**config.mk**
```make
export PLATFORM = sky130hd
export DESIGN_NAME = ex_compute_unit
export DESIGN_NICKNAME = d
export VERILOG_FILES = /design/src/rtl/ex_compute_unit.sv
export SDC_FILE = /design/constraint.sdc
export NUM_CORES = 1
export LEC_CHECK = 0
export ABC_AREA = 0
export ABC_CLOCK_PERIOD_IN_PS = 1200
export CORE_ASPECT_RATIO = 0.5
export CORE_MARGIN = 5
export CORE_UTILIZATION = 40
export CTS_CLUSTER_SIZE = 30
export DETAILED_ROUTE_END_ITERATION = 16
export SLEW_MARGIN = 20
export SYNTH_ARGS = -nofsm -noshare
export SYNTH_HDL_FRONTEND = slang
export SYNTH_SLANG_ARGS = --single-unit
```
**constraint.sdc**
```tcl
create_clock -name clk -period 1.2 [get_ports clk]
set_clock_uncertainty 0.1 [all_clocks]
set_input_delay 0.3 -clock clk [delete_from_list [all_inputs] [get_ports clk]]
set_output_delay 0.3 -clock clk [all_outputs]
set_load 0.01 [all_outputs]
```
**src/rtl/ex_compute_unit.sv**
```systemverilog
// RV32IM execute-stage compute: ALU + optional RV32M multiplier (EXU_MUL_EN), result mux, zero flag.
// Latency 1 cycle with REG_OUT=1 (0 with REG_OUT=0); one op per cycle, never stalls, no back-pressure.
module ex_compute_unit #(
  parameter int unsigned REG_OUT = 1
) (
  input  logic        clk,
  input  logic        rst,
  input  logic        valid_i,
  input  logic [3:0]  alu_op,
  input  logic        alu_src,
  input  logic [31:0] operand_a,
  input  logic [31:0] operand_b,
  input  logic [31:0] immediate,
  output logic [31:0] result_o,
  output logic        zero_o,
  output logic        valid_o
);

  localparam logic [3:0] OP_ADD    = 4'd0;
  localparam logic [3:0] OP_SUB    = 4'd1;
  localparam logic [3:0] OP_SLL    = 4'd2;
  localparam logic [3:0] OP_SLT    = 4'd3;
  localparam logic [3:0] OP_SLTU   = 4'd4;
  localparam logic [3:0] OP_XOR    = 4'd5;
  localparam logic [3:0] OP_SRL    = 4'd6;
  localparam logic [3:0] OP_SRA    = 4'd7;
  localparam logic [3:0] OP_OR     = 4'd8;
  localparam logic [3:0] OP_AND    = 4'd9;
  localparam logic [3:0] OP_MUL    = 4'd10;
  localparam logic [3:0] OP_MULH   = 4'd11;
  localparam logic [3:0] OP_MULHSU = 4'd12;
  localparam logic [3:0] OP_MULHU  = 4'd13;
  localparam logic [3:0] OP_PASSB  = 4'd14;

  logic [31:0] w_alu_b;
  logic [4:0]  w_shamt;
  logic [31:0] w_alu_result;
  logic [31:0] w_mul_result;
  logic        w_is_mul;
  logic [31:0] w_final;
  logic        w_zero;

  assign w_alu_b = alu_src ? immediate : operand_b;
  assign w_shamt = w_alu_b[4:0];

  // Multiply codes and the reserved code fall through to 0 here.
  always_comb begin
    w_alu_result = 32'h0;
    case (alu_op)
      OP_ADD:   w_alu_result = operand_a + w_alu_b;
      OP_SUB:   w_alu_result = operand_a - w_alu_b;
      OP_SLL:   w_alu_result = operand_a << w_shamt;
      OP_SLT:   w_alu_result = {31'h0, $signed(operand_a) < $signed(w_alu_b)};
      OP_SLTU:  w_alu_result = {31'h0, operand_a < w_alu_b};
      OP_XOR:   w_alu_result = operand_a ^ w_alu_b;
      OP_SRL:   w_alu_result = operand_a >> w_shamt;
      OP_SRA:   w_alu_result = $unsigned($signed(operand_a) >>> w_shamt);
      OP_OR:    w_alu_result = operand_a | w_alu_b;
      OP_AND:   w_alu_result = operand_a & w_alu_b;
      OP_PASSB: w_alu_result = w_alu_b;
      default:  w_alu_result = 32'h0;
    endcase
  end

`ifdef EXU_MUL_EN
  logic        w_a_signed;
  logic        w_b_signed;
  logic [63:0] w_mul_a;
  logic [63:0] w_mul_b;
  logic [63:0] w_prod;

  always_comb begin
    w_a_signed = 1'b0;
    w_b_signed = 1'b0;
    case (alu_op)
      OP_MULH: begin
        w_a_signed = 1'b1;
        w_b_signed = 1'b1;
      end
      OP_MULHSU: w_a_signed = 1'b1;
      default: begin
        w_a_signed = 1'b0;
        w_b_signed = 1'b0;
      end
    endcase
  end

  // Extending to 64 bits makes the truncated unsigned product exact for all signedness mixes.
  assign w_mul_a = {{32{w_a_signed & operand_a[31]}}, operand_a};
  assign w_mul_b = {{32{w_b_signed & operand_b[31]}}, operand_b};
  assign w_prod  = w_mul_a * w_mul_b;

  always_comb begin
    w_mul_result = 32'h0;
    case (alu_op)
      OP_MUL:                       w_mul_result = w_prod[31:0];
      OP_MULH, OP_MULHSU, OP_MULHU: w_mul_result = w_prod[63:32];
      default:                      w_mul_result = 32'h0;
    endcase
  end
`else
  assign w_mul_result = 32'h0;
`endif

  assign w_is_mul = (alu_op >= OP_MUL) && (alu_op <= OP_MULHU);
  assign w_final  = w_is_mul ? w_mul_result : w_alu_result;
  assign w_zero   = (w_final == 32'h0);

  generate
    if (REG_OUT != 0) begin : g_reg_out
      logic [31:0] r_result;
      logic        r_zero;
      logic        r_valid;

      // Updates every cycle; consumers must qualify result_o with valid_o.
      always_ff @(posedge clk or posedge rst) begin
        if (rst) begin
          r_result <= 32'h0;
          r_zero   <= 1'b1;
          r_valid  <= 1'b0;
        end else begin
          r_result <= w_final;
          r_zero   <= w_zero;
          r_valid  <= valid_i;
        end
      end

      assign result_o = r_result;
      assign zero_o   = r_zero;
      assign valid_o  = r_valid;
    end else begin : g_comb_out
      logic w_unused_clk_rst;
      assign w_unused_clk_rst = clk ^ rst;
      assign result_o = w_final;
      assign zero_o   = w_zero;
      assign valid_o  = valid_i;
    end
  endgenerate

endmodule

```
==> Word-level counts from Yosys, hierarchy flattened <==
Cells that the tools add are included.
Widths: inputs -> output; s select.
{ "totals": {"regBits": 34, "out_inout_bits": 34} }
{ "classes": {"n_addsub": 2, "n_lt_le_gt_ge": 4, "eq_ne": 10, "shift": 3, "muxes": 3, "n_bitwise": 3, "n_reduce_logical": 3} }
{ "op_table": {"columns": ["op", "count"], "rows": [
  ["$pmux 32 s11", 1],
  ["$lt 32x32->1", 2],
  ["$mux 32", 2],
  ["$add 32x32->32", 1],
  ["$and 32x32->32", 1],
  ["$logic_not 32->1", 1],
  ["$or 32x32->32", 1],
  ["$shl 32x5->32", 1],
  ["$shr 32x5->32", 1],
  ["$sshr 32x5->32", 1],
  ["$sub 32x32->32", 1],
  ["$xor 32x32->32", 1],
  ["$eq 4x3->1 const B", 4],
  ["$eq 4x4->1 const B", 3],
  ["$eq 4x2->1 const B", 2],
  ["$eq 4x1->1 const B", 1],
  ["$ge 4x4->1 const B", 1],
  ["$le 4x4->1 const B", 1],
  ["$logic_not 4->1", 1],
  ["$logic_and 1x1->1", 1]
]} }

==> Longest topological paths before layout <==
{ "logic_depth": {"depth_word": 5, "ltp_mapped": 20, "depth_no_buf": 16} }

==> Worst setup path after synthesis <==
Ideal clock, no wire load.
{ "synth_timing": {"path_kind": "input-to-reg", "startpoint": "input alu_src", "endpoint": "register g_reg_out.r_zero (netlist: zero_o)", "setup_time_ps": 90, "t_arrival_ps": 4748, "slack_ps": -3738, "stages": 16, "n_path_buf": 3, "path_cell_list": "buf_6 clkbuf_1 clkbuf_1 mux2i_1 ha_1 or4_1 or4_1 a21o_1 o211ai_1 a41oi_1 o21a_1 o211a_1 a211oi_1 a21oi_1 or4_1 nor4_2"} }
{ "synth_via": {"elab_chain_cells": 5, "word_cells_on_any_way": 14, "classes_between": "add/sub: 2; order compare: 2; shift: 3; mux: 3; bitwise: 3; reduce/logical: 1"} }
{ "synth_rtl": {"columns": ["item", "line", "source"], "rows": [
  ["start: declaration", "10", "input logic alu_src,"],
  ["$mux 32 *", "43", "assign w_alu_b = alu_src ? immediate : operand_b;"],
  ["$sub 32x32->32, or another cell as far along", "51", "OP_SUB: w_alu_result = operand_a - w_alu_b;"],
  ["$pmux 32 s11 *", "49", "case (alu_op)"],
  ["$mux 32 *", "106", "assign w_final = w_is_mul ? w_mul_result : w_alu_result;"],
  ["net w_final[29]", "40", "logic [31:0] w_final;"],
  ["$logic_not 32->1 *", "107", "assign w_zero = (w_final == 32'h0);"],
  ["net w_zero", "41", "logic w_zero;"],
  ["end signal: assignment", "123", "r_zero <= w_zero;"],
  ["end: declaration", "112", "logic r_zero;"]
]} }
The timed path passes the listed nets; every way through them passes the cells marked *.

==> Worst setup path in the final report <==
Ends and elaborated chain as after synthesis.

==> reports/qor.yml <==
sta:
  min_period_ns: 4.554
  holdWs_ns: 0.3035
  fin_ws_ns: -3.354
  hold_viol_final: 0
  worst_slew_pin_slew_ns: 1.259
  finalMaxSlewViolations: 0
  setup_viol: 34
  setup_tns_ns: -77.67
  rsz0062_at_grt: "yes"
  max_freq_mhz: 219.6
  relSlewSlack: 0.1518
  finalCritPeriodShare: 3.795
yosys:
  synthesis.nets: 1670
  synth_area_sq_mm: 0.01103
  syn_inst: 1466
  syn_avg_cell_area_sq_um: 7.525
  synth_edf_count: 0
  synth_top_family_by_area: "compound AO/OA/AOI/OAI gates"
  synth_top_area_share: 0.1111
  synth_cell_types: 89
  synth_compound_area_frac: 0.3275
  synth-xor-area-share: 0.008733
  yosys_register_bits: 34
  yosys-top-cells-area: "ha_1 (11%), mux4_2 (9.6%), mux2i_1 (8.4%)"
  ys_seq_area_frac: 0.07724
  synthMuxAreaShare: 0.2111
  ys.flop_type: "dfrtp_1"
  synth-simple-area-share: 0.1807
  async_flop_share: 1.000
  synth-adder-area-share: 0.1148
  yosysTopAreaCell: "ha_1"
  synth_warnings: 0
global_routing:
  overflow: 0
  grt_pass1_wl_microns: 111700
  grt_pass1_vias: 16680
  antenna_found_initial: 7
  grt_max_degree: 44
  track_usage: 0.4765
clock_tree:
  numCtsBuffers: 5
  cts.sinks: 34
  h-tree-depth: 2
  root_buffer: "clkbuf_16"
  cts_tree: "built"
  clock_path_buffers: 2
  cts.clk_slew.worst_paths_ns: 0.06
critical_path:
  cp-start-kind: "input pin"
  arrival_ns: 4.63
  path_class: "input pin to register"
  required_ns: 1.28
  crit_fanout: 6
  end_kind: "register"
final_layout:
  multi_input_area_sq_mm: 0.01091
  syn2layout_area_growth_pct: 86.95
  drive_above_1_share: 0.4927
  final_nets: 2464
  nFillCells: 1987
  regArea_sq_um: 852.1
  stdcell_area_sq_mm: 0.02062
  layout.cells.non_filler: 2626
die:
  die_y_microns: 127.4
  rows: 43
  core_area_sq_mm: 0.02744
  ios: 138
  fp.dieArea_sq_mm: 0.03120
  initial_core_util: 0.4021
  die_x_microns: 244.9
power_and_ir_drop:
  ir_drop_mv: 0.5609
  leakage_nw: 9.330
  p_switching_mw: 7.767
  p_int_mw: 8.375
  clkPwrFrac: 0.080
  seq_power_share: 0.087
  netSwitchingFraction: 0.4812
  power_density_mw_per_mm2: 782.7
  power_mw: 16.14
  power_frac_comb: 0.833
route:
  wirelength_microns: 81120
  ant_nets: 0
  dr.first_iter.drc_count: 3484
  wire_per_inst_microns: 30.89
  vias_per_cell: 6.887
  vias: 18080
  drt-pass1-iter-count: 7
  remaining_drc_errors: 0
run_status:
  status: "finished with violations"
  failed_checks: "negative setup slack"
placed_design:
  place_inst: 2503
  hpwl_microns: 62820
  portBuffers: 137
  dpl-instance-area_sq_mm: 0.01776
  gp_congestion: 1.196
worst_hold_path:
  min_path_type: "input pin to async pin"
flow_run:
  drv_cap: 0
[worst paths after layout]
check,start,to,slack [ns],cells after the start
max,alu_src,zero_o$_DFF_PP1_,-3.35,23
min,rst,result_o[22]$_DFF_PP0_,0.30,3
max in group asynchronous,rst,zero_o$_DFF_PP1_,0.50,3
min in group clk,valid_i,valid_o$_DFF_PP0_,0.37,1
[power groups by stage]
stage	logic (mW)	registers, mW	clock network [mW]
detailed placement	10.6	1.43	0
floorplan	4.49	1.53	0
finish	13.5	1.41	1.29
global placement	10.4	1.42	0
global route	13.6	1.42	1.35
CTS	11.6	1.41	1.30
[logic make-up after synthesis]
family	Yosys count
fa+ha+maj	100
mux	161
compound gates	524
buf+inv	216
xor+xnor	11
flops	34
simple gates	420
[sequential cells by signal, indices dropped and copies added (netlist names)]
signal	flops
result_o	32
valid_o	1
zero_o	1
[final cells by class]
cell class	instances	share of cell area
Clock buffer	5	0.006067
Tap cell	360	0.02184
Clock inverter	3	0.001031
Timing Repair Buffer	905	0.3801
Sequential cell	34	0.04132
Inverter	98	0.02014
Antenna cell	5	0.0006067
Multi-Input combinational cell	1216	0.5289
[layer usage]
metal / global-route usage / up-vias / wire (microns) / share of wire
li1: - / 7262 / - / -
met1: 0.6328 / 8549 / 30560 / 0.38
met2: 0.6646 / 1807 / 30510 / 0.38
met3: 0.2404 / 450 / 14840 / 0.18
met4: 0.1717 / 16 / 4875 / 0.060
met5: 0 / - / 342 / 0.0042
[critical path, stage by stage]
cell and delay [ns]:
buf_16 0.13, buf_4 0.14, buf_8 0.11, buf_8 0.12, mux2i_4 0.18, buf_12 0.16
ha_4 0.30, buf_6 0.13, nor2b_4 0.05, buf_4 0.13, nor2_1 0.15, a21o_1 0.14
o211ai_1 0.23, buf_4 0.24, a41oi_4 0.21, o21a_4 0.21, buf_6 0.11, buf_6 0.11
o211ai_1 0.11, a2111oi_2 0.45, a21oi_2 0.06, or4_1 0.53, nor4_2 0.32
[Yosys cell counts (6+ instances only)]
cell type / count
o211ai_1: 32
a22o_1: 6
o22ai_1: 22
o21ai_0: 90
o21bai_1: 13
nand3_1: 38
nand2b_1: 12
nor4_1: 15
a2111oi_0: 6
mux4_2: 47
dfrtp_1: 33
nor2_1: 121
xnor2_1: 9
clkbuf_1: 82
a21oi_1: 119
buf_2: 26
o311ai_0: 8
o32ai_1: 6
nor2b_1: 16
a211o_1: 6
a221oi_1: 12
mux2_2: 12
or3_1: 8
nand2_1: 122
a22oi_1: 19
o221ai_1: 24
o21a_1: 8
a21o_1: 9
nor3_1: 30
nand4_1: 13
a311oi_1: 15
o31ai_1: 11
mux2i_1: 93
a211oi_1: 27
and2_1: 6
inv_1: 91
a31oi_1: 15
ha_1: 98
and3_1: 9
a221o_1: 7
[through the flow]
| stage | worst slack, ns | utilization |
|---|---|---|
| 6_report | -3.354 | 0.7516 |
| 5_1_grt | -3.440 | 0.7513 |
| 4_1_cts | -3.153 | 0.7016 |
| 3_5_place_dp | -4.433 | 0.6473 |
| 3_3_place_gp | -4.323 | 0.6473 |
| 2_1_floorplan | -3.199 | - |
[layout by cell type (no fill, tap or decap), types with 26 or more instances in the layout]
master,instances
buf_4,648
nand2_1,113
nor2_1,110
a21oi_1,91
buf_6,85
inv_1,79
clkdlybuf4s50_1,76
ha_1,73
o21ai_0,71
mux2i_1,70
mux4_2,48
nand3_1,33
dfrtp_1,33
o211ai_1,32
buf_2,30
buf_12,27
nor3_1,26
[what timing repair did]
action / CTS / global route
buffers inserted: 49 / 81
endpoints found under the setup margin: 67 / 46
pin swaps: 64 / 78
gates resized for setup: 393 / 194
cloned: 5 / 1
hold buffers: 0 / 0
No activity file was read; power rests on OpenSTA's default activity.
